==> config.mk <==
export PLATFORM = sky130hd
export DESIGN_NAME = kbd_cursor_ctrl
export DESIGN_NICKNAME = d
export VERILOG_FILES = /design/src/rtl/kbd_pkg.sv /design/src/rtl/kbd_prefix_fsm.sv /design/src/rtl/kbd_cursor_ctrl.sv
export SDC_FILE = /design/constraint.sdc
export NUM_CORES = 1
export LEC_CHECK = 0
export ABC_AREA = 1
export ABC_CLOCK_PERIOD_IN_PS = 3100
export BUFFER_PORTS_ARGS = -buffer_cell sky130_fd_sc_hd__buf_4
export CORE_ASPECT_RATIO = 0.9
export CORE_UTILIZATION = 61
export DETAILED_ROUTE_END_ITERATION = 8
export PLACE_DENSITY = 0.92
export SYNTH_ARGS = -nofsm -noshare
export SYNTH_HDL_FRONTEND = slang
export SYNTH_SLANG_ARGS = --single-unit
export TNS_END_PERCENT = 20
==> constraint.sdc <==
create_clock -name clk -period 3.1 [get_ports clk]
set_input_delay 0.155 -clock clk [delete_from_list [all_inputs] [get_ports clk]]
set_output_delay 0.155 -clock clk [all_outputs]
set_load 0.005 [all_outputs]
==> src/rtl/kbd_pkg.sv <==
// kbd_pkg -- shared definitions for the keyboard-to-cursor control slice.
//   * PS/2 set-2 scancode constants (prefixes and the keys acted upon)
//   * prefix-state type used by kbd_prefix_fsm
//   * default character-grid geometry (640x480 px in 8x8 px cells)
package kbd_pkg;

    // Prefix bytes
    localparam logic [7:0] SC_EXT   = 8'hE0;
    localparam logic [7:0] SC_BRK   = 8'hF0;

    // Extended (E0-prefixed) make codes: arrow keys
    localparam logic [7:0] SC_UP    = 8'h75;
    localparam logic [7:0] SC_DOWN  = 8'h72;
    localparam logic [7:0] SC_LEFT  = 8'h6B;
    localparam logic [7:0] SC_RIGHT = 8'h74;

    // Normal make codes
    localparam logic [7:0] SC_R     = 8'h2D;
    localparam logic [7:0] SC_G     = 8'h34;
    localparam logic [7:0] SC_B     = 8'h32;
    localparam logic [7:0] SC_SPACE = 8'h29;
    localparam logic [7:0] SC_ESC   = 8'h76;

    typedef enum logic [1:0] {
        IDLE    = 2'd0,
        EXT     = 2'd1,
        BRK     = 2'd2,
        EXT_BRK = 2'd3
    } prefix_state_t;

    localparam int GRID_W_DEF = 80;
    localparam int GRID_H_DEF = 60;
    localparam int X_W_DEF    = 7;
    localparam int Y_W_DEF    = 6;

endpackage

==> src/rtl/kbd_prefix_fsm.sv <==
// kbd_prefix_fsm -- strips set-2 E0/F0 prefixes from the scancode stream.
//
// Ports:
//   clk       in   pixel-domain clock
//   reset     in   synchronous, active-low reset
//   scancode  in   byte from the keyboard protocol block
//   enable    in   one-cycle strobe, scancode holds a new byte
//   code_vld  out  a make code completes on this cycle (combinational)
//   code      out  the make code itself (valid with code_vld)
//   is_ext    out  the make code was E0-prefixed (valid with code_vld)
//
// code_vld is decoded combinationally from the current prefix state and the
// incoming byte, so the downstream registers apply the action on the same
// edge that samples the final byte. Break sequences never raise code_vld.
module kbd_prefix_fsm
    import kbd_pkg::*;
(
    input  logic       clk,
    input  logic       reset,
    input  logic [7:0] scancode,
    input  logic       enable,
    output logic       code_vld,
    output logic [7:0] code,
    output logic       is_ext
);

    prefix_state_t state, state_nxt;

    // NOTE: sequential state uses non-blocking assignments only.
    always_ff @(posedge clk) begin
        if (!reset) state <= IDLE;
        else        state <= state_nxt;
    end

    // NOTE: every output gets a default first, so no latch is inferred.
    always_comb begin
        state_nxt = state;
        code_vld  = 1'b0;
        if (enable) begin
            unique case (state)
                IDLE: begin
                    if (scancode == SC_EXT)      state_nxt = EXT;
                    else if (scancode == SC_BRK) state_nxt = BRK;
                    else                         code_vld  = 1'b1;
                end
                EXT: begin
                    // A repeated E0 keeps the extended context alive.
                    if (scancode == SC_BRK)      state_nxt = EXT_BRK;
                    else if (scancode != SC_EXT) begin
                        code_vld  = 1'b1;
                        state_nxt = IDLE;
                    end
                end
                // Releases are swallowed: the byte after F0 is dropped.
                BRK, EXT_BRK: state_nxt = IDLE;
                default:      state_nxt = IDLE;
            endcase
        end
    end

    assign code   = scancode;
    assign is_ext = (state == EXT);

endmodule

==> src/rtl/kbd_cursor_ctrl.sv <==
// kbd_cursor_ctrl -- turns keyboard make codes into cursor position, colour
// selection and pen state for the VGA pixel stage.
//
// Ports:
//   clk        in   pixel-domain clock (25 MHz)
//   reset      in   synchronous, active-low reset
//   scancode   in   byte from the keyboard protocol block
//   enable     in   one-cycle strobe, scancode holds a new byte
//   cur_x      out  cursor column, 0..GRID_W-1
//   cur_y      out  cursor row, 0..GRID_H-1
//   red_sel    out  selected red level
//   green_sel  out  selected green level
//   blue_sel   out  selected blue level
//   pen_down   out  1 = paint the cursor cell with the selected colour
//   key_evt    out  one-cycle pulse, a recognised action was applied
//
// Build option: define KBD_CURSOR_WRAP_EN to make cursor moves wrap around
// the grid edges; by default they saturate at the edges.
module kbd_cursor_ctrl
    import kbd_pkg::*;
#(
    parameter int GRID_W = GRID_W_DEF,
    parameter int GRID_H = GRID_H_DEF,
    parameter int X_W    = X_W_DEF,
    parameter int Y_W    = Y_W_DEF
) (
    input  logic           clk,
    input  logic           reset,
    input  logic [7:0]     scancode,
    input  logic           enable,
    output logic [X_W-1:0] cur_x,
    output logic [Y_W-1:0] cur_y,
    output logic [2:0]     red_sel,
    output logic [2:0]     green_sel,
    output logic [2:0]     blue_sel,
    output logic           pen_down,
    output logic           key_evt
);

    localparam logic [X_W-1:0] X_MAX = X_W'(GRID_W - 1);
    localparam logic [Y_W-1:0] Y_MAX = Y_W'(GRID_H - 1);

    // Position taken by a move that would step off the grid.
`ifdef KBD_CURSOR_WRAP_EN
    localparam logic [X_W-1:0] X_PAST_LEFT  = X_MAX;
    localparam logic [X_W-1:0] X_PAST_RIGHT = '0;
    localparam logic [Y_W-1:0] Y_PAST_UP    = Y_MAX;
    localparam logic [Y_W-1:0] Y_PAST_DOWN  = '0;
`else
    localparam logic [X_W-1:0] X_PAST_LEFT  = '0;
    localparam logic [X_W-1:0] X_PAST_RIGHT = X_MAX;
    localparam logic [Y_W-1:0] Y_PAST_UP    = '0;
    localparam logic [Y_W-1:0] Y_PAST_DOWN  = Y_MAX;
`endif

    logic       code_vld;
    logic [7:0] code;
    logic       is_ext;

    kbd_prefix_fsm u_prefix (
        .clk      (clk),
        .reset    (reset),
        .scancode (scancode),
        .enable   (enable),
        .code_vld (code_vld),
        .code     (code),
        .is_ext   (is_ext)
    );

    always_ff @(posedge clk) begin
        if (!reset) begin
            cur_x     <= '0;
            cur_y     <= '0;
            red_sel   <= 3'd7;
            green_sel <= 3'd7;
            blue_sel  <= 3'd7;
            pen_down  <= 1'b0;
            key_evt   <= 1'b0;
        end else begin
            key_evt <= 1'b0;
            if (code_vld) begin
                if (is_ext) begin
                    case (code)
                        SC_UP: begin
                            key_evt <= 1'b1;
                            cur_y   <= (cur_y == '0) ? Y_PAST_UP : cur_y - 1'b1;
                        end
                        SC_DOWN: begin
                            key_evt <= 1'b1;
                            cur_y   <= (cur_y == Y_MAX) ? Y_PAST_DOWN : cur_y + 1'b1;
                        end
                        SC_LEFT: begin
                            key_evt <= 1'b1;
                            cur_x   <= (cur_x == '0) ? X_PAST_LEFT : cur_x - 1'b1;
                        end
                        SC_RIGHT: begin
                            key_evt <= 1'b1;
                            cur_x   <= (cur_x == X_MAX) ? X_PAST_RIGHT : cur_x + 1'b1;
                        end
                        default: ;
                    endcase
                end else begin
                    // Colour levels roll over modulo 8 by natural overflow.
                    case (code)
                        SC_R: begin
                            key_evt <= 1'b1;
                            red_sel <= red_sel + 3'd1;
                        end
                        SC_G: begin
                            key_evt   <= 1'b1;
                            green_sel <= green_sel + 3'd1;
                        end
                        SC_B: begin
                            key_evt  <= 1'b1;
                            blue_sel <= blue_sel + 3'd1;
                        end
                        SC_SPACE: begin
                            key_evt  <= 1'b1;
                            pen_down <= ~pen_down;
                        end
                        SC_ESC: begin
                            key_evt  <= 1'b1;
                            cur_x    <= '0;
                            cur_y    <= '0;
                            pen_down <= 1'b0;
                        end
                        default: ;
                    endcase
                end
            end
        end
    end

endmodule

==> impl_metrics.ini, run 1 <==
[outcome]
status = complete, no violations

[clock_tree]
cts_buffers = 3
cts_tree = yes
cts_resized = 0
cts_max_path_buffers = 2
cts_setup_buffers = 0
clock_latency_ns = 0.27
h-tree-depth = 1
clock-sinks = 26
cts.clk_slew.worst_paths_ns = 0.09
ctsHoldBuffers = 0
root_buffer = clkbuf_8

[yosys]
synthCells = 365
ys_top_cells_by_area = dfxtp_1 24%, nand2_1 19%, nor2_1 9.2%
synthDistinctLibCells = 32
synth_flop_cell = dfxtp_1
async_reset_ff_share_pct = 0
ys_seq_area_share_pct = 24.2
synth_commonest_cells = 110 x nand2_1, 53 x nor2_1, 42 x inv_1, 38 x nand3_1, 26 x dfxtp_1
syn_area_per_cell_um2 = 5.90
synth_seq_cells = 26
ys.warnings.count = 0
syn-num-nets = 385
yosysMostFrequentCell = nand2_1
synth_top_area_cell = dfxtp_1
syn-cell-area_um2 = 2150
synth_edf_count = 0
synth.top_cell.area_share_pct = 24.2

[worst_setup_path]
crit_type = reg2reg
cp-start-kind = register
crit_path_max_incr_delay_ns = 0.45
worstPathCellList = ha_1 > nand3_1 > nor2_1 > nor2_1 > nand2_1 > nand2_1 > nor2_1 > nand2_1 > a21oi_1
worstSetupEndpointType = register
cp.required_ns = 3.30
worstPathArrival_ns = 1.90
cp_slowest_cell = dfxtp_1
crit_fanout = 7

[floorplanning]
core_um2 = 3380
die_h_um = 58.4
io_pins = 35
dieArea_um2 = 3770
rows = 20
start_util_pct = 63.8
die_width_um = 64.6

[route]
via_count = 2394
viasPerCell = 5.43
ant_nets = 0
firstDrtPassIters = 5
wl_per_cell_um = 11.5
drc = 0
drt_iter0_markers = 175
wirelength_um = 5070

[timing]
worst_pin_slew_ns = 0.410
rsz0062_at_grt = no
final_hold_viol_count = 0
fmax_ghz = 0.589
finalCritPeriodShare_pct = 54.7
fin_skew_ns = 0.00395
setup_ws_ns = 1.40
fin_setup_tns_ns = 0
post-route-min-period_ns = 1.70
slew_viol_final = 0
finalSetupViolCount = 0
slew_headroom_pct = 72.6
holdWs_ns = 0.192

[grt]
antenna_found_initial = 0
grt_pass1_vias = 2099
grt.overflow.total = 0
grt_max_degree = 19
grtUsageTotal_pct = 28.5
grt_pass1_wl_um = 8620

[cells_and_area]
syn2layout_area_growth_pct = 15.2
diodes = 0
final_area_um2 = 2480
fin_util_pct = 73.5
drive_gt1_share_pct = 15.9
fin_nets = 418
layoutNonFillerInstCount = 441

[place]
portBuffers = 34
dpl_cell_area_um2 = 2430
gp_congestion = 0.933
dp_hpwl_um = 3900
dp_cells = 437
post-place-ws_ns = 1.44

[power_and_ir_drop]
ir_drop_mv = 0.323
power_mw = 0.733
power_leakage_nw = 1.22
powerDensity_nw_per_um2 = 295

[min_path]
hp-class = in2reg

[job]
drv_cap = 0
final timing paths:
path	start	to	slack [ns]	depth (start not counted)
max	cur_x[1]	cur_x[3]	1.40	9
min	reset	red_sel[2]	0.19	2
min reg2reg	green_sel[1]	green_sel[1]	0.51	2
max reg2reg	cur_x[1]	cur_x[3]	1.40	9
layout by cell type (no fill, tap or decap), drive strengths merged:
master    n
a21oi    14
buf      34
clkbuf    4
clkinv    2
dfxtp    26
ha        9
inv      44
nand2   121
nand3    42
nand3b    2
nand4     7
nor2     59
nor3      3
o211ai    1
o21ai    20
o21bai    1
o22ai     1
o31ai     1
xnor2     2
xor2      4
power by group:
part,switching [mW],internal [mW]
clock network,0.109,0.114
logic,0.101,0.0573
registers,0.0116,0.340
logic make-up after synthesis:
family          synth area share [%]
simple gates                    49.0
buf+inv                         9.81
compound gates                  9.41
flops                           24.2
fa+ha+maj                       5.23
xor+xnor                        2.44
flip-flops by register name, summed over array words and instances (netlist names):
signal,cells
key_evt,1
u_prefix.state,2
red_sel,3
pen_down,1
green_sel,3
cur_y,6
blue_sel,3
cur_x,7
metal layers:
metal  up-vias  wire length [um]  GRT usage, %
met5         -                 0             0
met4         0                23          9.21
met3         4               336          4.84
met2        83              2460          50.2
met1      1087              2260          35.4
li1       1220                 -             -
critical path, delay by kind of cell (launching register included):
| kind | cells | cell delay [ns] |
|---|---|---|
| adders and majority gates | 1 | 0.24 |
| DFF | 1 | 0.45 |
| and+or+nand+nor | 7 | 0.82 |
| AOI/OAI and AO/OA | 1 | 0.11 |
layout make-up:
cell class                      count  area, um2
Fill cell                         298        896
Inverter                           46        174
Multi-Input combinational cell    287       1420
Tap cell                           44       55.1
Timing Repair Buffer               34        255
Clock buffer                        4       55.1
Sequential cell                    26        520
Note: power is estimated with default switching activity, not from simulation.
==> inputs of run 2 (changes only) <==
--- a/config.mk
+++ b/config.mk
@@ -6,12 +6,12 @@
 export NUM_CORES = 1
 export LEC_CHECK = 0
 export ABC_AREA = 1
-export ABC_CLOCK_PERIOD_IN_PS = 3100
+export ABC_CLOCK_PERIOD_IN_PS = 1700
 export BUFFER_PORTS_ARGS = -buffer_cell sky130_fd_sc_hd__buf_4
 export CORE_ASPECT_RATIO = 0.9
-export CORE_UTILIZATION = 61
+export CORE_UTILIZATION = 57
 export DETAILED_ROUTE_END_ITERATION = 8
-export PLACE_DENSITY = 0.92
+export PLACE_DENSITY = 0.87
 export SYNTH_ARGS = -nofsm -noshare
 export SYNTH_HDL_FRONTEND = slang
 export SYNTH_SLANG_ARGS = --single-unit
==> constraint.sdc (replaced) <==
create_clock -name clk -period 1.7 [get_ports clk]
set_input_delay 0.085 -clock clk [delete_from_list [all_inputs] [get_ports clk]]
set_output_delay 0.085 -clock clk [all_outputs]
set_load 0.005 [all_outputs]
==> impl_metrics.ini, run 2 (synthesized netlist as in run 1, its figures left out) <==
[min_path]
hp-class = in2reg

[clock_tree]
clock_latency_ns = 0.27
clock-sinks = 26
cts.clk_slew.worst_paths_ns = 0.09
cts_max_path_buffers = 2
cts_tree = yes
cts_buffers = 3
cts_setup_buffers = 0
root_buffer = clkbuf_8
ctsHoldBuffers = 0
h-tree-depth = 1

[floorplanning]
core_um2 = 3500
start_util_pct = 61.5
io_pins = 35
dieArea_um2 = 4030
die_width_um = 66.8
die_h_um = 60.3
rows = 20

[power_and_ir_drop]
ir_drop_mv = 0.450
pwr-share-seq_pct = 43.9
power_leakage_nw = 1.24
power_frac_comb_pct = 20.5
power_mw = 1.46
p_sw_share_pct = 28.3
p_switching_mw = 0.412
power.internal_mw = 1.04
clkPwrFrac_pct = 35.6
powerDensity_nw_per_um2 = 576

[place]
portBuffers = 34
dpl_cell_area_um2 = 2450
gp_congestion = 0.962
dp_cells = 440
dp_hpwl_um = 3960
post-place-ws_ns = 0.114

[route]
drc = 0
drt_iter0_markers = 229
viasPerCell = 5.33
via_count = 2366
wirelength_um = 5300
wl_per_cell_um = 11.9
firstDrtPassIters = 4
ant_nets = 0

[cells_and_area]
fin_nets = 421
final_area_um2 = 2530
mostFrequentLayoutCells = 110 x nand2_1, 52 x nor2_1, 41 x inv_1, 38 x nand3_1, 37 x buf_4
n_fill_cell = 322
syn2layout_area_growth_pct = 17.4
diodes = 0
seqCellArea_um2 = 524
drive_gt1_share_pct = 17.8
multi_input_area_um2 = 1430
largest_registers = cur_x x7, cur_y x6
fin_util_pct = 72.2
largest_register_ffs = 7
layout.cells.most_common = nand2_1
layoutNonFillerInstCount = 444
top_register = cur_x

[job]
drv_cap = 0

[grt]
grtUsageTotal_pct = 28.2
antenna_found_initial = 0
grt_max_degree = 19
grt_pass1_wl_um = 8760
grt_pass1_vias = 2037
grt.overflow.total = 0

[timing]
final_hold_viol_count = 0
setup_ws_ns = 0.150
post-route-min-period_ns = 1.55
slew_headroom_pct = 77.8
holdWs_ns = 0.124
fin_skew_ns = 0.00334
fmax_ghz = 0.645
finalCritPeriodShare_pct = 91.2
rsz0062_at_grt = no
slew_viol_final = 0
fin_setup_tns_ns = 0
worst_pin_slew_ns = 0.332
finalSetupViolCount = 0

[worst_setup_path]
crit_type = reg2reg
cp-start-kind = register
worstPathArrival_ns = 1.76
worstSetupEndpointType = register
cp.required_ns = 1.90
crit_fanout = 6
reg2reg_setup_slack_ns = 0.15

[outcome]
status = complete, no violations
[run 2: repair_timing]
action,in CTS,in global routing
endpoints found under the hold margin,0,0
endpoints found under the setup margin,0,6
resized for setup,0,6
[run 2: cell type report]
| cell class | count | share of cell area (%) |
|---|---|---|
| inverter | 46 | 6.93 |
| clock buffer | 3 | 1.63 |
| sequential | 26 | 20.7 |
| clock inverter | 1 | 1.19 |
| tap | 44 | 2.18 |
| timing repair buffer | 37 | 11.0 |
| multi-input combinational | 287 | 56.4 |
[run 2: worst paths after layout]
| path | from | to | depth (start not counted) |
|---|---|---|---|
| setup / recovery | cur_x[0] | cur_x[3] | 9 |
| hold / removal | reset | red_sel[0] | 2 |
| setup reg to reg | cur_x[0] | cur_x[3] | 9 |
| hold reg to reg | red_sel[1] | red_sel[1] | 2 |
[run 2: power by group through the flow]
stage	sequential [mW]	clock, mW	combinational, mW
global route	0.641	0.546	0.337
detailed placement	0.653	0	0.290
CTS	0.638	0.523	0.294
finish	0.639	0.518	0.299
global placement	0.653	0	0.282
floorplan	0.649	0	0.217
[run 2: critical path, cell delays in order, from the launching register on]
cell	delay [ns]
dfxtp_2	0.39
ha_1	0.22
nand3_1	0.17
nor2_2	0.24
nor2_1	0.09
nand2_1	0.06
nand2_1	0.05
nor2_1	0.07
nand2_1	0.05
a21oi_1	0.12
[run 2: metal layers]
layer | track usage (%) | wire [um]
met3 | 5.15 | 279
met1 | 34.6 | 2380
met5 | 0 | 0
met2 | 50.8 | 2560
met4 | 6.99 | 85
==> inputs of run 3 (changes only) <==
--- a/config.mk
+++ b/config.mk
@@ -9,9 +9,9 @@
 export ABC_CLOCK_PERIOD_IN_PS = 1700
 export BUFFER_PORTS_ARGS = -buffer_cell sky130_fd_sc_hd__buf_4
 export CORE_ASPECT_RATIO = 0.9
-export CORE_UTILIZATION = 57
+export CORE_UTILIZATION = 55
 export DETAILED_ROUTE_END_ITERATION = 8
-export PLACE_DENSITY = 0.87
+export PLACE_DENSITY = 0.85
 export SYNTH_ARGS = -nofsm -noshare
 export SYNTH_HDL_FRONTEND = slang
 export SYNTH_SLANG_ARGS = --single-unit
==> impl_metrics.ini, run 3 (synthesized netlist as in run 1, its figures left out) <==
[clock_tree]
root_buffer = clkbuf_8
cts_setup_buffers = 0
cts_tree = yes
clock_latency_ns = 0.27
cts_resized = 0
h-tree-depth = 1
cts.clk_slew.worst_paths_ns = 0.09
clock-sinks = 26
ctsHoldBuffers = 0
cts_buffers = 3
cts_max_path_buffers = 2

[place]
dp_hpwl_um = 3880
post-place-ws_ns = 0.107
dpl_cell_area_um2 = 2440
gp_congestion = 0.923
dp_cells = 441
portBuffers = 34

[cells_and_area]
top_register = cur_x
n_fill_cell = 340
fin_util_pct = 67.7
layoutNonFillerInstCount = 445
layout.cells.most_common = nand2_1
mostFrequentLayoutCells = 110 x nand2_1, 52 x nor2_1, 41 x inv_1, 37 x nand3_1, 36 x buf_4
syn2layout_area_growth_pct = 17.2
largest_register_ffs = 7
drive_gt1_share_pct = 17.5
final_area_um2 = 2530
largest_registers = cur_x x7, cur_y x6
fin_nets = 420
diodes = 0

[timing]
rsz0062_at_grt = no
slew_headroom_pct = 77.2
fmax_ghz = 0.637
slew_viol_final = 0
finalSetupViolCount = 0
final_hold_viol_count = 0
holdWs_ns = 0.106
setup_ws_ns = 0.131
fin_skew_ns = 0.00333
finalCritPeriodShare_pct = 92.3
worst_pin_slew_ns = 0.341
fin_setup_tns_ns = 0
post-route-min-period_ns = 1.57

[route]
via_count = 2363
wirelength_um = 5220
firstDrtPassIters = 5
viasPerCell = 5.31
drc = 0
drt_iter0_markers = 254
wl_per_cell_um = 11.7
ant_nets = 0

[grt]
grt_pass1_vias = 2014
grtUsageTotal_pct = 25.9
grtUsageMet2_pct = 43.8
grt_max_degree = 19
grt.overflow.total = 0
grt_use_met1_pct = 34.5
grt_pass1_wl_um = 8370
antenna_found_initial = 0
use_met3_pct = 5.37
busiest_layer = met2

[worst_setup_path]
crit_top_cell = nand2_1
worstSetupEndpointType = register
worstPathArrival_ns = 1.78
reg2reg_setup_slack_ns = 0.13
crit_family = simple AND/OR/NAND/NOR gates
cp-start-kind = register
cp.required_ns = 1.91
timing.critical_path.buf_inv = 0
crit_path_max_incr_delay_ns = 0.44
worstPathCellList = ha_1 > nand3_1 > nor2_2 > nor2_1 > nand2_1 > nand2_1 > nor2_1 > nand2_1 > a21oi_1
crit_type = reg2reg
crit_fanout = 6
cp_slowest_cell = dfxtp_1

[floorplanning]
io_pins = 35
start_util_pct = 57.7
die_width_um = 68.0
rows = 21
core_um2 = 3730
dieArea_um2 = 4170
die_h_um = 61.4

[job]
drv_cap = 0

[min_path]
hp-class = in2reg

[power_and_ir_drop]
power_leakage_nw = 1.24
ir_drop_mv = 0.565
power_mw = 1.46
powerDensity_nw_per_um2 = 577

[outcome]
status = complete, no violations
## run 3: cell count changes in the layout (fill, tap and decap cells not counted)
cell / delta
buf_4: -1
clkinv_2: +1
dfxtp_1: +1
dfxtp_2: -1
inv_4: -1
nand3_1: -1
nand3_2: +1
## run 3: power by group
part,internal (mW),switching (mW)
Combinational,0.108,0.190
Sequential,0.621,0.0177
Clock,0.315,0.206
## run 3: area by class of cell
class / instances / area (um2) / share of cell area [%]
flip-flops and latches: 26 / 523 / 20.7
repair buffers: 36 / 270 / 10.7
well taps: 46 / 57.6 / 2.28
inverters: 46 / 174 / 6.88
clock buffers: 3 / 41.3 / 1.63
multi-input cells: 287 / 1430 / 56.6
clock inverters: 1 / 30.0 / 1.19
## run 3: per-layer routing
metal  share of wire, %  wire length, um
met5                  0                0
met4               0.59               31
met3                6.2              325
met1                 47             2430
met2                 47             2430
## run 3: path summary, 6_finish.rpt
check                             startpoint            to  cells after the start
worst max register to register      cur_x[0]      cur_x[3]                      9
worst min register to register  green_sel[1]  green_sel[1]                      2
worst min-delay path                   reset   blue_sel[0]                      2
worst max-delay path                cur_x[0]      cur_x[3]                      9
